<file path="src/rtl/uart_pkg.sv">
// Shared UART definitions: FSM state encoding, default line settings and
// the clocks-per-bit helper. Used by both the receiver and the transmitter.
package uart_pkg;

  localparam int unsigned DEFAULT_CLK_FREQ = 50_000_000;
  localparam int unsigned DEFAULT_BAUD     = 115_200;

  typedef enum logic [2:0] {
    ST_IDLE   = 3'd0,
    ST_START  = 3'd1,
    ST_DATA   = 3'd2,
    ST_PARITY = 3'd3,
    ST_STOP   = 3'd4,
    ST_BREAK  = 3'd5
  } uart_state_e;

  // Integer clock periods per serial bit (truncating division).
  function automatic int unsigned clks_per_bit(input int unsigned clk_freq,
                                               input int unsigned baud);
    return clk_freq / baud;
  endfunction

endpackage

</file>
<file path="src/rtl/uart_read_if.sv">
// Parallel output bus of the UART receiver.
// Handshake: valid, frame_err and parity_err are single-cycle strobes with
// no ready/backpressure; the consumer must capture data in the valid cycle
// or at any time before the next good frame replaces it. At most one of the
// three strobes is high in any cycle. state is a debug view of the FSM.
interface uart_read_if;
  logic [7:0] data;
  logic       valid;
  logic       busy;
  logic       frame_err;
  logic       parity_err;
  logic [2:0] state;

  modport master (output data, valid, busy, frame_err, parity_err, state);
  modport slave  (input  data, valid, busy, frame_err, parity_err, state);
endinterface

</file>
<file path="src/rtl/uart_sync.sv">
// Two-flop synchronizer for an asynchronous, idle-high input. Resets to 1 so
// an idle line does not look like activity while reset is released.
module uart_sync (
  input  logic clk,
  input  logic rst_n,
  input  logic d,
  output logic q
);

  logic meta;

  // Shift the asynchronous input through two flops.
  always_ff @(posedge clk or negedge rst_n) begin
    if (!rst_n) begin
      meta <= 1'b1;
      q    <= 1'b1;
    end else begin
      meta <= d;
      q    <= meta;
    end
  end

endmodule

</file>
<file path="src/rtl/uart_read.sv">
// UART receiver, 8N1, LSB first. Samples rx_pin in the clock_50mhz domain,
// checks the start bit at its centre, samples data/stop bits at bit centres
// and emits one-cycle valid / frame_err / parity_err strobes.
// Optional build macro UART_READ_PARITY_EN adds an even-parity bit after the
// data bits; without it parity_err is tied low.
module uart_read
  import uart_pkg::*;
#(
  parameter int unsigned CLK_FREQ = DEFAULT_CLK_FREQ,
  parameter int unsigned BAUD     = DEFAULT_BAUD
) (
  input  logic       clock_50mhz,
  input  logic       rst_n,
  input  logic       rx_pin,
  uart_read_if.master rx_bus
);

  localparam int unsigned CLKS_PER_BIT = clks_per_bit(CLK_FREQ, BAUD);
  localparam int unsigned HALF_BIT     = CLKS_PER_BIT / 2;
  localparam logic [8:0]  BIT_LAST     = 9'(CLKS_PER_BIT - 1);
  localparam logic [8:0]  HALF_LAST    = 9'(HALF_BIT - 1);

  localparam logic [2:0] IDLE   = ST_IDLE;
  localparam logic [2:0] START  = ST_START;
  localparam logic [2:0] DATA   = ST_DATA;
`ifdef UART_READ_PARITY_EN
  localparam logic [2:0] PARITY = ST_PARITY;
`endif
  localparam logic [2:0] STOP   = ST_STOP;
  localparam logic [2:0] BREAK  = ST_BREAK;

  logic       rx_s;
  logic       rx_prev;
  logic [1:0] settle;
  logic       fall;
  logic [2:0] state;
  logic [8:0] cnt;
  logic [2:0] bit_idx;
  logic [7:0] shift;
  logic [7:0] data_q;
  logic       valid_q;
  logic       ferr_q;
`ifdef UART_READ_PARITY_EN
  logic       par_bit;
  logic       perr_q;
  logic       par_bad;
  assign par_bad = ^{shift, par_bit};
`endif

  uart_sync u_sync (
    .clk   (clock_50mhz),
    .rst_n (rst_n),
    .d     (rx_pin),
    .q     (rx_s)
  );

  // Edges are only trusted once both synchronizer stages and rx_prev hold
  // real line samples, so a line already low at reset release is no start.
  assign fall = (settle == 2'd3) && rx_prev && !rx_s;

  // Track previous line level and post-reset settling.
  always_ff @(posedge clock_50mhz or negedge rst_n) begin
    if (!rst_n) begin
      rx_prev <= 1'b1;
      settle  <= 2'd0;
    end else begin
      rx_prev <= rx_s;
      if (settle != 2'd3) settle <= settle + 2'd1;
    end
  end

  // Frame FSM: bit-centre sampling, shift register and output strobes.
  always_ff @(posedge clock_50mhz or negedge rst_n) begin
    if (!rst_n) begin
      state   <= IDLE;
      cnt     <= 9'd0;
      bit_idx <= 3'd0;
      shift   <= 8'h00;
      data_q  <= 8'h00;
      valid_q <= 1'b0;
      ferr_q  <= 1'b0;
`ifdef UART_READ_PARITY_EN
      par_bit <= 1'b0;
      perr_q  <= 1'b0;
`endif
    end else begin
      valid_q <= 1'b0;
      ferr_q  <= 1'b0;
`ifdef UART_READ_PARITY_EN
      perr_q  <= 1'b0;
`endif
      case (state)
        IDLE: begin
          if (fall) begin
            cnt   <= 9'd0;
            state <= START;
          end
        end
        START: begin
          if (cnt == HALF_LAST) begin
            cnt     <= 9'd0;
            bit_idx <= 3'd0;
            state   <= rx_s ? IDLE : DATA;
          end else begin
            cnt <= cnt + 9'd1;
          end
        end
        DATA: begin
          if (cnt == BIT_LAST) begin
            cnt            <= 9'd0;
            shift[bit_idx] <= rx_s;
            bit_idx        <= bit_idx + 3'd1;
            if (bit_idx == 3'd7) begin
`ifdef UART_READ_PARITY_EN
              state <= PARITY;
`else
              state <= STOP;
`endif
            end
          end else begin
            cnt <= cnt + 9'd1;
          end
        end
`ifdef UART_READ_PARITY_EN
        PARITY: begin
          if (cnt == BIT_LAST) begin
            cnt     <= 9'd0;
            par_bit <= rx_s;
            state   <= STOP;
          end else begin
            cnt <= cnt + 9'd1;
          end
        end
`endif
        STOP: begin
          if (cnt == BIT_LAST) begin
            cnt <= 9'd0;
            if (!rx_s) begin
              ferr_q <= 1'b1;
              state  <= BREAK;
`ifdef UART_READ_PARITY_EN
            end else if (par_bad) begin
              perr_q <= 1'b1;
              state  <= IDLE;
`endif
            end else begin
              data_q  <= shift;
              valid_q <= 1'b1;
              state   <= IDLE;
            end
          end else begin
            cnt <= cnt + 9'd1;
          end
        end
        BREAK: begin
          if (rx_s) state <= IDLE;
        end
        default: state <= IDLE;
      endcase
    end
  end

  assign rx_bus.data      = data_q;
  assign rx_bus.valid     = valid_q;
  assign rx_bus.busy      = (state != IDLE);
  assign rx_bus.frame_err = ferr_q;
  assign rx_bus.state     = state;
`ifdef UART_READ_PARITY_EN
  assign rx_bus.parity_err = perr_q;
`else
  assign rx_bus.parity_err = 1'b0;
`endif

endmodule

</file>
<file path="src/flat_wrapper.sv">
// flat-port wrapper written by rule: the top's interface ports become plain ports
module uart_read_flat import uart_pkg::*;
#(
  parameter int unsigned CLK_FREQ = DEFAULT_CLK_FREQ,
  parameter int unsigned BAUD     = DEFAULT_BAUD
)
  (clock_50mhz, rst_n, rx_pin, rx_bus_data, rx_bus_valid, rx_bus_busy, rx_bus_frame_err, rx_bus_parity_err, rx_bus_state);
  uart_read_if rx_bus_i ();
  input  logic clock_50mhz;
  input  logic rst_n;
  input  logic rx_pin;
  output wire logic [$bits(rx_bus_i.data)-1:0] rx_bus_data;
  output wire logic [$bits(rx_bus_i.valid)-1:0] rx_bus_valid;
  output wire logic [$bits(rx_bus_i.busy)-1:0] rx_bus_busy;
  output wire logic [$bits(rx_bus_i.frame_err)-1:0] rx_bus_frame_err;
  output wire logic [$bits(rx_bus_i.parity_err)-1:0] rx_bus_parity_err;
  output wire logic [$bits(rx_bus_i.state)-1:0] rx_bus_state;
  assign rx_bus_data = rx_bus_i.data;
  assign rx_bus_valid = rx_bus_i.valid;
  assign rx_bus_busy = rx_bus_i.busy;
  assign rx_bus_frame_err = rx_bus_i.frame_err;
  assign rx_bus_parity_err = rx_bus_i.parity_err;
  assign rx_bus_state = rx_bus_i.state;
  uart_read #(.CLK_FREQ(CLK_FREQ), .BAUD(BAUD)) u_core (.clock_50mhz(clock_50mhz), .rst_n(rst_n), .rx_pin(rx_pin), .rx_bus(rx_bus_i));
endmodule
</file>
<file path="config.mk">
export PLATFORM = sky130hd
export DESIGN_NAME = uart_read_flat
export DESIGN_NICKNAME = d
export VERILOG_FILES = /design/src/rtl/uart_pkg.sv /design/src/rtl/uart_read_if.sv /design/src/rtl/uart_sync.sv /design/src/rtl/uart_read.sv /design/src/flat_wrapper.sv
export SDC_FILE = /design/constraint.sdc
export NUM_CORES = 1
export LEC_CHECK = 0
export BUFFER_PORTS_ARGS = -buffer_cell sky130_fd_sc_hd__buf_4
export CELL_PAD_IN_SITES_DETAIL_PLACEMENT = 0
export CELL_PAD_IN_SITES_GLOBAL_PLACEMENT = 2
export CORE_UTILIZATION = 40
export DETAILED_ROUTE_END_ITERATION = 8
export PLACE_DENSITY = 0.8
export SLEW_MARGIN = 20
export SYNTH_ARGS = -nofsm -noshare
export SYNTH_HDL_FRONTEND = slang
export SYNTH_SLANG_ARGS = --single-unit
</file>
<file path="constraint.sdc">
create_clock -name clock_50mhz -period 3.6 [get_ports clock_50mhz]
set_clock_uncertainty 0.2 [all_clocks]
set_input_delay 0.72 -clock clock_50mhz [delete_from_list [all_inputs] [get_ports clock_50mhz]]
set_output_delay 0.72 -clock clock_50mhz [all_outputs]
set_load 0.02 [all_outputs]
</file>
### Yosys cells after proc, flatten, opt, wreduce, memory -nomap -nowiden

Index checks and enable logic that the tools add are counted.

| storage, ports and cells | value |
|---|---|
| flip-flop bits (word level) | 38 |
| bits of input ports | 3 |
| output and inout bits | 15 |

| cells by class | value |
|---|---|
| add/sub/neg operators | 3 |
| order comparisons | 2 |
| eq/ne operators | 15 |
| muxes and demuxes | 25 |
| reduce and logical (&&, ||, !) cells | 14 |

Operators with widths:

| cell | number |
|---|---|
| 3-bit two-way mux | 9 |
| 9-bit two-way mux | 3 |
| 9-bit case mux with 3 select lines | 1 |
| 3-bit case mux with 5 select lines | 1 |
| 2-bit by 1-bit inequality test with 1-bit output (second input constant) | 5 |
| 9-bit by 1-bit adder with 9-bit output (second input constant) | 1 |
| 3-bit == test (second input constant) | 3 |
| 9-bit by 8-bit == test with 1-bit output (second input constant) | 1 |
| 9-bit == test (second input constant) | 1 |
| 8-bit bitwise mux | 1 |
| 1-bit two-way mux | 7 |
| 3-bit case mux with 2 select lines | 1 |
| 3-bit AND reduction | 2 |
| 6-bit AND reduction | 1 |
| 3-bit nonzero test | 2 |
| 3-bit by 4-bit less-than comparator with 1-bit output (second input constant) | 1 |
| 2-bit inequality test (second input constant) | 2 |
| 2-bit AND reduction | 2 |
| 3-bit by 1-bit adder with 3-bit output (second input constant) | 1 |
| 1-bit demux with 3-bit select | 1 |
| 3-bit by 1-bit == test with 1-bit output (second input constant) | 1 |
| 3-bit by 2-bit == test with 1-bit output (second input constant) | 1 |
| 3-bit by 1-bit greater-or-equal comparator with 1-bit output (second input constant) | 1 |
| 1-bit logical AND | 3 |
| 7 further kinds | 7 |

### Longest topological paths before layout

| depth | value |
|---|---|
| depth after elaboration | 5 |
| depth in mapped cells | 7 |
| depth with buffers taken out | 6 |

### By module

From an unflattened synthesis, not the netlist that was laid out.

| second synthesis, totals | value |
|---|---|
| cell total of the unflattened synthesis | 172 |
| area total of the unflattened synthesis | 2000.7 um^2 |

Modules (own cells, without submodules):

| module | times used | cells each | area each (um^2) | seq. area each (um^2) |
|---|---|---|---|---|
| uart_read | 1 | 170 | 1948.1 | 902.1 |
| uart_sync | 1 | 2 | 52.6 | 52.6 |

### Worst setup path after synthesis

No wires, ideal clock.

| path | value |
|---|---|
| path kind | register to register |
| from | register u_core.state[1] (netlist: u_core.rx_bus.state[1]) |
| to | register u_core.shift[3] |
| library setup time | 0.125 ns |
| arrival | 2.211 ns |
| slack | 1.064 ns |
| stages on the path, launching flop included | 7 |
| cells stage by stage | dfrtp_1 -> buf_4 -> or3b_2 -> clkbuf_1 -> or4_4 -> nor3b_1 -> mux2_2 |

| between the ends | value |
|---|---|
| word-level cells in the longest chain between the ends | 2 |

Ends and longest elaborated chain:

| element | line | text |
|---|---|---|
| start, declared | uart_read.sv:36 | `logic [2:0] state;` |
| start signal, assigned | uart_read.sv:103 | `state <= rx_s ? IDLE : DATA;` |
| 3-bit by 2-bit == test with 1-bit output | uart_read.sv:92 | `case (state)` |
| 2-bit AND reduction (no line) | n/a |  |
| end signal, assigned by index | uart_read.sv:111 | `shift[bit_idx] <= rx_s;` |
| end, declared | uart_read.sv:39 | `logic [7:0] shift;` |

Every way passes these cells.
A chain may end at the register's enable or synchronous reset.

### Final worst setup path

| path | value |
|---|---|
| from | register u_core.cnt[0] |
| to | register u_core.state[0] (netlist: u_core.rx_bus.state[0]) |

| between the ends | value |
|---|---|
| word-level cells in the longest chain between the ends | 3 |
| elaborated cells between the ends (all ways) | 6 |
| those cells by class | eq/ne: 5; reduce/logical: 1 |

Ends and longest elaborated chain:

| element | line | text |
|---|---|---|
| start, declared | uart_read.sv:37 | `logic [8:0] cnt;` |
| start signal, assigned | uart_read.sv:105 | `cnt <= cnt + 9'd1;` |
| start signal, assigned | uart_read.sv:121 | `cnt <= cnt + 9'd1;` |
| start signal, assigned | uart_read.sv:152 | `cnt <= cnt + 9'd1;` |
| 9-bit == test or 9-bit by 8-bit == test with 1-bit output (tied branches) | uart_read.sv:109, uart_read.sv:136, uart_read.sv:100 |  |
| 2-bit by 1-bit inequality test with 1-bit output (no line) | n/a |  |
| 6-bit AND reduction (no line) * | n/a |  |

Every way passes the cells marked *; elsewhere a longest branch is shown, timed or not.

==> flow_metrics.py <==
metrics = {
    "status": {
        "status": "finished, final reports clean",
    },
    "critical_path": {
        "cpPeakStageDelay_ns": 0.47,
        "required_ns": 3.58,
        "crit_type": "reg -> reg",
        "cp.buffers_inverters": 1,
        "critPathCaptureType": "register",
        "reg2reg_slack_ns": 0.98,
        "critical_path_depth": 6,
        "path_max_fanout": 14,
        "cp_top_family": "simple AND/OR/NAND/NOR gates",
        "startpoint_type": "register",
        "path_cells": "inv_1 > ha_1 > or4b_1 > o311a_1 > or3_4 > o41ai_1",
        "critPathArrivalTime_ns": 2.60,
        "reg2reg_depth": 6,
        "cp_slowest_cell": "o311a_1",
    },
    "synth": {
        "yosysMostFrequentCell": "dfrtp_1",
        "syn_area_per_cell_um2": 10.7,
        "ys_types": 43,
        "synthDominantCellAreaShare_pct": 46.1,
        "async_flop_share_pct": 100,
        "synthTopCellsByArea": "dfrtp_1, mux2_2, dfstp_2",
        "yosysTopAreaCell": "dfrtp_1",
        "ys_seq_area_share_pct": 50.2,
        "synthCells": 178,
        "synth_edf_count": 0,
        "yosysWarnings": 0,
        "synth_area_um2": 1900,
        "syn_nets": 187,
        "synth_ff_type": "dfrtp_1",
        "synth_common_cells": "dfrtp_1, nand2_1, mux2_2, nor2_1, o21ai_0",
        "ys_seq_elements": 38,
    },
    "cts": {
        "post_cts_resize_count": 0,
        "postCtsHoldBufs": 0,
        "htreeDepth": 2,
        "cts_buffer_depth": 2,
        "cts_made_buffers": 5,
        "root_buffer": "clkbuf_8",
        "clkSlewWorstSetupHoldPaths_ns": 0.07,
        "clkSinkCount": 38,
        "post_cts_buffers": 0,
        "insertion_delay_ns": 0.28,
        "cts_tree": "done",
    },
    "die": {
        "io_pins": 18,
        "die_w_um": 70.9,
        "core_um2": 4470,
        "initial_utilization_pct": 42.5,
        "rows": 24,
        "die-area_um2": 5030,
        "chipHeight_um": 70.9,
    },
    "global_route": {
        "grtUsageMet3_pct": 4.27,
        "met2_usage_pct": 25.5,
        "first_global_vias": 1341,
        "grt_max_degree": 39,
        "grt_busiest_layer": "met2",
        "antenna_found_initial": 0,
        "grt_remaining_overflow": 0,
        "grt_first_pass_wirelength_um": 6610,
        "use_met1_pct": 23.9,
        "grt.total_usage_pct": 17.0,
    },
    "sta": {
        "rsz0062_at_grt": "false",
        "fin_ws_ns": 0.979,
        "drv_slew": 0,
        "fin_crit_sh_pct": 72.8,
        "fin_crit_ns": 2.62,
        "setup_viol": 0,
        "fmax_mhz": 382,
        "worst_pin_slew_ns": 0.943,
        "max_slew_margin_pct": 36.8,
        "setup_tns_ns": 0,
        "finalHoldViolCount": 0,
    },
    "layout": {
        "fill_cells": 415,
        "drive_gt1_share_pct": 24.4,
        "final_cell_area_um2": 2150,
        "nets": 201,
        "antennaDiodeCount": 0,
        "area_growth_pct": 13.4,
    },
    "pwr": {
        "powerDensity_nw_per_um2": 541,
        "p_leak_nw": 0.978,
        "peakVddDrop_mv": 0.213,
    },
    "placed_design": {
        "place_ws_ns": 0.994,
        "gp_congestion": 0.874,
        "dpl.hpwl_um": 2620,
        "io_buffers": 16,
        "place_area_um2": 2040,
    },
    "run": {
        "cap_viol_max_count": 0,
    },
    "detailed_routing": {
        "ant_nets": 0,
        "num_vias": 1349,
        "drt_iter0_drc": 104,
        "firstDrtPassIters": 7,
        "drc": 0,
        "wl_per_cell_um": 15.2,
        "routed_wl_um": 3740,
        "viasPerCell": 5.51,
    },
    "min_path": {
        "min_path_cells": 0,
        "min_path_type": "reg -> reg",
    },
}
## flip-flops by register name, summed over array words and instances (netlist names)
register	flops
u_core.rx_prev	1
u_core.rx_bus.state	3
u_core.cnt	9
u_core.rx_bus.frame_err	1
u_core.u_sync.meta	1
u_core.u_sync.q	1
u_core.bit_idx	3
u_core.rx_bus.data	8
u_core.settle	2
u_core.rx_bus.valid	1
u_core.shift	8
## cell families after synthesis
kind of cell / share of synthesized area (%)
xor gates and xnor gates: 1.84
buffers and inverters: 3.36
other: 0.197
AOI/OAI and AO/OA: 10.9
and+or+nand+nor: 18.4
adders and majority gates: 3.95
DFF: 50.2
muxes: 11.1
## per-layer routing
metal  up-vias  share of wire (%)
li1        663                  -
met1       655                 49
met2        26                 45
met3         5                4.2
met4         0                1.1
met5         -                  0
## metrics by stage
step           hold slack (ns)  utilization (%)  std cells  power, W
2_1_floorplan            0.145                -        178  0.000751
3_3_place_gp             0.150             45.7        237  0.000835
3_5_place_dp             0.147             45.7        237  0.000844
4_1_cts                  0.160             48.2        245   0.00118
5_1_grt                  0.169             48.2        245   0.00125
6_report                 0.158             48.2        245   0.00117
## worst paths after layout
kind                                          endpoint               start
worst max-delay path            u_core.rx_bus.state[0]       u_core.cnt[0]
worst min-delay path                   u_core.u_sync.q  u_core.u_sync.meta
worst max register to register  u_core.rx_bus.state[0]       u_core.cnt[0]
worst min register to register         u_core.u_sync.q  u_core.u_sync.meta
max in group asynchronous               u_core.rx_prev               rst_n
min in group asynchronous                u_core.cnt[3]               rst_n
## placed cells by master (no fill, tap or decap), types with 3 or more instances in the layout
master,n
nand3b_1,3
mux2_2,17
clkbuf_8,8
inv_1,6
nand2_1,20
dfrtp_1,35
nor4_1,3
buf_4,16
xnor2_1,4
nand3_1,6
o21ai_0,8
a21oi_1,4
o2bb2ai_1,3
nor3_1,6
nor2_1,12
ha_1,6
dfstp_2,3
## final cells by class
cell class	count	area (um2)	share of cell area, %
Timing Repair Buffer	16	120	5.57
Clock buffer	8	110	5.11
Inverter	6	22.5	1.05
Multi-Input combinational cell	125	882	40.9
Sequential cell	38	955	44.3
Tap cell	52	65.1	3.02
## power by group
group          leakage, nW  internal (W)  switching [W]  total (W)
combinational        0.417      0.000118       0.000195   0.000314
clock               0.0575      0.000193       0.000138   0.000332
sequential           0.503      0.000461      0.0000604   0.000521
total                0.978      0.000772       0.000394    0.00117
(Power assumes the default switching activity.)
